<file path="src/rtl/pmem_scheduler.sv">
// Purpose     : arbitrates the single pmem wishbone port between L2 line fills and EWB drains.
// Latency     : read ack 1 cycle after pm_ack; forwarded read ack 2 cycles after rd_req seen in IDLE.
// Backpressure: requests are level-held until their ack; one transfer per wishbone cycle, no pipelining.
//
// Ports
//   clk, rst_n              clock, async active-low reset
//   rd_req/rd_adr           L2 fill request (held until rd_ack) and line address
//   rd_dat/rd_ack           fill data and its 1-cycle completion pulse
//   wb_valid/wb_adr/wb_dat  EWB dirty line waiting to drain
//   wb_ack                  1-cycle pulse once the EWB line is written to memory
//   pm_*                    wishbone master towards pmembus (pm_sel tied all-ones)
//   busy                    scheduler is not idle
module pmem_scheduler #(
  parameter int ADDR_W       = 12,
  parameter int DATA_W       = 128,
  parameter int STARVE_LIMIT = 4,
  parameter int FORWARD_EN   = 1
) (
  input  logic                clk,
  input  logic                rst_n,
  input  logic                rd_req,
  input  logic [ADDR_W-1:0]   rd_adr,
  output logic [DATA_W-1:0]   rd_dat,
  output logic                rd_ack,
  input  logic                wb_valid,
  input  logic [ADDR_W-1:0]   wb_adr,
  input  logic [DATA_W-1:0]   wb_dat,
  output logic                wb_ack,
  output logic                pm_cyc,
  output logic                pm_stb,
  output logic                pm_we,
  output logic [ADDR_W-1:0]   pm_adr,
  output logic [DATA_W-1:0]   pm_dat_m,
  output logic [DATA_W/8-1:0] pm_sel,
  input  logic                pm_ack,
  input  logic [DATA_W-1:0]   pm_dat_s,
  output logic                busy
);

  localparam int CNT_W = $clog2(STARVE_LIMIT + 1);

  typedef enum logic [2:0] {
    S_IDLE,
    S_RD,
    S_WR,
    S_FWD,
    S_RACK,
    S_WACK
  } state_t;

  state_t             state;
  state_t             state_nxt;
  logic [CNT_W-1:0]   starve_cnt;
  logic               starved;
  logic               adr_match;
  logic               enter_rd;
  logic               enter_wr;
  logic               enter_fwd;
  logic               nxt_on_bus;

  // Every byte lane is always written: the EWB only ever holds whole lines.
  assign pm_sel = '1;

  assign starved   = (starve_cnt == CNT_W'(STARVE_LIMIT));
  // A read to the line still sitting in the EWB would fetch stale memory data.
  assign adr_match = rd_req & wb_valid & (rd_adr == wb_adr);

  // Next-state logic; request inputs are only looked at while idle.
  always_comb begin
    state_nxt = state;
    case (state)
      S_IDLE: begin
        if (adr_match) begin
          state_nxt = (FORWARD_EN != 0) ? S_FWD : S_WR;
        end else if (wb_valid & (~rd_req | starved)) begin
          state_nxt = S_WR;
        end else if (rd_req) begin
          state_nxt = S_RD;
        end
      end
      S_RD:    if (pm_ack) state_nxt = S_RACK;
      S_WR:    if (pm_ack) state_nxt = S_WACK;
      // Forwarded data is already captured; the ack goes out through RACK,
      // which keeps forwarded and memory reads on the same ack path.
      S_FWD:   state_nxt = S_RACK;
      // The IDLE cycle after each ack gives the requester time to drop or
      // advance its request, so nothing is served twice.
      S_RACK:  state_nxt = S_IDLE;
      S_WACK:  state_nxt = S_IDLE;
      default: state_nxt = S_IDLE;
    endcase
  end

  assign enter_rd   = (state == S_IDLE) && (state_nxt == S_RD);
  assign enter_wr   = (state == S_IDLE) && (state_nxt == S_WR);
  assign enter_fwd  = (state == S_IDLE) && (state_nxt == S_FWD);
  assign nxt_on_bus = (state_nxt == S_RD) || (state_nxt == S_WR);

  always_ff @(posedge clk or negedge rst_n) begin
    if (!rst_n) begin
      state <= S_IDLE;
    end else begin
      state <= state_nxt;
    end
  end

  // Reads that bypass a waiting write are counted; once the limit is reached
  // the write is forced ahead of the next read.
  always_ff @(posedge clk or negedge rst_n) begin
    if (!rst_n) begin
      starve_cnt <= '0;
    end else if (enter_wr) begin
      starve_cnt <= '0;
    end else if ((enter_rd | enter_fwd) & wb_valid & ~starved) begin
      starve_cnt <= starve_cnt + CNT_W'(1);
    end
  end

  // All outputs are registered and decoded from the state being entered, so
  // the bus strobes are up from the first cycle of RD/WR.
  always_ff @(posedge clk or negedge rst_n) begin
    if (!rst_n) begin
      pm_cyc   <= 1'b0;
      pm_stb   <= 1'b0;
      pm_we    <= 1'b0;
      pm_adr   <= '0;
      pm_dat_m <= '0;
      rd_dat   <= '0;
      rd_ack   <= 1'b0;
      wb_ack   <= 1'b0;
      busy     <= 1'b0;
    end else begin
      pm_cyc <= nxt_on_bus;
      pm_stb <= nxt_on_bus;
      pm_we  <= (state_nxt == S_WR);
      rd_ack <= (state_nxt == S_RACK);
      wb_ack <= (state_nxt == S_WACK);
      busy   <= (state_nxt != S_IDLE);

      // Address and write data are latched on entry; live inputs may change
      // while the bus cycle is in flight.
      if (enter_rd) begin
        pm_adr <= rd_adr;
      end else if (enter_wr) begin
        pm_adr <= wb_adr;
      end else if (!nxt_on_bus) begin
        pm_adr <= '0;
      end

      if (enter_wr) begin
        pm_dat_m <= wb_dat;
      end else if (state_nxt != S_WR) begin
        pm_dat_m <= '0;
      end

      // rd_dat holds its value between reads.
      if (enter_fwd) begin
        rd_dat <= wb_dat;
      end else if ((state == S_RD) && pm_ack) begin
        rd_dat <= pm_dat_s;
      end
    end
  end

endmodule

</file>
<file path="config.mk">
export PLATFORM = sky130hd
export DESIGN_NAME = pmem_scheduler
export DESIGN_NICKNAME = d
export VERILOG_FILES = /design/src/rtl/pmem_scheduler.sv
export SDC_FILE = /design/constraint.sdc
export NUM_CORES = 1
export LEC_CHECK = 0
export BUFFER_PORTS_ARGS = -buffer_cell sky130_fd_sc_hd__buf_2
export CORE_AREA = 2 2 224 226
export CTS_BUF_LIST = sky130_fd_sc_hd__clkbuf_4
export DETAILED_ROUTE_END_ITERATION = 8
export DIE_AREA = 0 0 226 228
export PLACE_DENSITY_LB_ADDON = 0.05
export SYNTH_ARGS = -nofsm -noshare
export SYNTH_HDL_FRONTEND = slang
export SYNTH_SLANG_ARGS = --single-unit
</file>
<file path="constraint.sdc">
create_clock -name clk -period 2.5 [get_ports clk]
set_clock_uncertainty 0.2 [all_clocks]
set_input_delay 0.625 -clock clk [delete_from_list [all_inputs] [get_ports clk]]
set_output_delay 0.625 -clock clk [all_outputs]
set_load 0.01 [all_outputs]
</file>
==> results_dict.tcl <==
set metrics [dict create \
    port-buffer-count 558 \
    utilization_pct 38.8 \
    grt_pass1_wl_mm 75.3 \
    viasPerCell 4.47 \
    num-nets-final 2053 \
    crit_path_max_fanout 38 \
    reg2reg_depth 8 \
    grt_max_degree 66 \
    r2r_start "state[2]$_DFF_PN0_" \
    clock.fmax_ghz 0.400 \
    die_h_um 228 \
    leakagePower_nw 10.6 \
    detail-route-antenna-nets 0 \
    post-dp-hpwl_mm 34.0 \
    status "complete, no violations" \
    grt_antenna_before_repair 2 \
    netlist_top_cells_area "dfrtp_1 (62%), a22o_1 (20%), a21o_1 (8.5%), clkbuf_1 (1.6%), buf_2 (1.2%)" \
    drc 0 \
    synth_cell_types 36 \
    pre_cts_ws_ns -0.323 \
    start_util_pct 22.9 \
    yosysTopAreaCell "dfrtp_1" \
    mostFrequentLayoutCells "buf_2 (557), dlygate4sd3_1 (284), dfrtp_1 (279)" \
    worst-endpoint-arrival_ns 2.92 \
    rsz0062_at_grt "no" \
    cp-start-kind "input port" \
    critPathCapture "rd_dat[126]$_DFFE_PN0P_" \
    p_per_area_nw_per_um2 897 \
    synth_compound_area_share_pct 30.2 \
    worstSkewPairLatency_ns 0.77 \
    tightestPinTransition_ns 0.685 \
    muxShareOfSynthArea_pct 0.177 \
    ys_seq_elements 279 \
    finalMaxSlewViolations 0 \
    synth_top_family_by_area "compound AO/OA/AOI/OAI gates" \
    coreArea_um2 49300 \
    fin_crit_sh_pct 100 \
    overflow 0 \
    dieArea_um2 51500 \
    vias 11200 \
    synth_fa_ha_area_share_pct 0.222 \
    avgRoutedWirePerCell_um 20.1 \
    cts_buffers 86 \
    gp_congestion 0.787 \
    tritoncts "done" \
    r2r_setup_slack_ns 0.11 \
    syn_area_um2 11300 \
    grtUsageMet2_pct 32.5 \
    die_w_um 226 \
    top_usage_layer "met2" \
    rows 82 \
    hp-class "in -> async" \
    crit_required_ns 2.92 \
    synthSimpleGateAreaFrac_pct 2.32 \
    layout_setup_ws_ns 0.000875 \
    grt_usage_pct 19.3 \
    io_pins 575 \
    area_growth_pct 69.9 \
    reg2reg_to "rd_dat[126]$_DFFE_PN0P_" \
    timing.hold.ws_ns 0.154 \
    slew_headroom_pct 54.3 \
    end_kind "register" \
    vdd_drop_max_v 0.000411 \
    crit_type "in -> reg" \
    finalHoldViolCount 0 \
    final_common_cell "buf_2" \
    setup_viol 0 \
    numClockSinks 279 \
    clockBufferDepth 3 \
    first_iter_violations 438 \
    dr.pass1.iters 4 \
    ys_seq_area_share_pct 61.9 \
    synth_xor_area_share_pct 1.01 \
    first_global_vias 12100 \
    stdcell_count 2499 \
    min_period_ns 2.50 \
    drive_gt1_share_pct 41.5 \
    yosys_warnings 0 \
    grt_use_met1_pct 22.9 \
    cap_violations 0 \
    synth_top_cell_area_share_pct 61.9 \
    avgSynthCellArea_um2 13.3 \
    startpoint "wb_adr[5]" \
    cts.root.buffer_cell "clkbuf_4" \
    wl_mm 50.1 \
    cts.htree.levels 3 \
    syn_inst 847 \
    clk_pin_slew_ns 0.06 \
    met3_usage_pct 5.77 \
    dp.cells 2060 \
]
## cell families (layout without fill, tap and decap cells)
kind of cell             count (synthesis)  after routing
adder cells (fa/ha/maj)                  2              2
flip-flops                             279            279
AND/OR/NAND/NOR                         42             43
XOR/XNOR                                13             13
AO/OA/AOI/OAI                          410            410
buffers and inverters                   98           1060
multiplexers                             2              2
other                                    1             18
## power by group
| group | internal, mW | switching [mW] | leakage, nW |
|---|---|---|---|
| logic | 2.92 | 3.33 | 6.38 |
| registers | 5.90 | 0.751 | 3.66 |
| clock network | 2.21 | 2.09 | 0.605 |
## stage by stage
stage	setup TNS (ns)	cell area (um^2)	power, mW
4_1_cts	0	19100	17.5
3_3_place_gp	-55.34	15300	12.6
2_1_floorplan	0	11300	9.56
5_1_grt	0	19200	18.4
3_5_place_dp	-67.50	15300	12.7
6_report	0	19200	17.2
## area by class of cell
type	count	area (um^2)
Fill cell	4966	30200
Sequential cell	279	6980
Timing Repair Buffer	910	6370
Multi-Input combinational cell	486	3950
Clock buffer	121	908
Tap cell	672	841
Clock inverter	26	100
Inverter	3	11.3
Antenna cell	2	5.00
## per-layer routing
| metal | part of all wire, % | routed length [um] |
|---|---|---|
| met2 | 49 | 24700 |
| met1 | 41 | 20400 |
| met5 | 0 | 0 |
| met4 | 2.7 | 1370 |
| met3 | 7.2 | 3600 |
## Yosys cell counts
library cell    n
dfrtp_1       279
a22o_1        256
a21o_1        128
clkbuf_1       47
buf_2          27
buf_4          17
xnor2_1        13
a221o_1        12
and2_1         12
nand2_1         5
nor2_1          5
nor3_1          5
o21ai_0         5
a21oi_1         4
buf_1           4
inv_1           3
ha_1            2
mux2i_1         2
nand3_1         2
nand4_1         2
nor4bb_1        2
a211oi_1        1
a31oi_1         1
and3b_1         1
and4b_1         1
conb_1          1
nand2b_1        1
nor2b_1         1
nor3b_1         1
nor4_1          1
nor4_2          1
nor4b_1         1
nor4b_2         1
o211a_1         1
o211ai_1        1
o221a_2         1
## what timing repair did
action | in CTS | in global routing
gates resized for setup | 0 | 1
endpoints found under the hold margin | 552 | 0
pin swaps | 2 | 1
gates cloned | 1 | 0
hold buffers | 284 | 0
setup endpoints to repair | 231 | 141
buffers inserted | 3 | 2
## state kept, by name, indices dropped and copies added, names as in the netlist
signal / count
busy: 1
pm_adr: 12
wb_ack: 1
pm_we: 1
pm_dat_m: 128
starve_cnt: 3
state: 3
rd_dat: 128
rd_ack: 1
pm_stb: 1
## worst max-delay path: stages
cell and delay (ns):
dlygate4sd3_1 0.53, buf_2 0.13, xnor2_1 0.23, nand3_1 0.18, nor4_4 0.32, buf_4 0.19
buf_4 0.17, nor2_4 0.08, buf_12 0.16, a21o_1 0.22
## worst min path at each step
stage,startpoint,endpoint,slack [ns]
2_1_floorplan,rst_n,busy$_DFF_PN0_,0.13
3_3_place_gp,rd_dat[92]$_DFFE_PN0P_,rd_dat[92]$_DFFE_PN0P_,0.25
3_5_place_dp,rd_dat[17]$_DFFE_PN0P_,rd_dat[17]$_DFFE_PN0P_,0.26
4_1_cts,rst_n,pm_dat_m[87]$_DFFE_PN0P_,0.04
5_1_grt,rst_n,pm_dat_m[70]$_DFFE_PN0P_,0.08
6_report,rst_n,pm_dat_m[76]$_DFFE_PN0P_,0.15
Power figures use the tool's default switching activity.
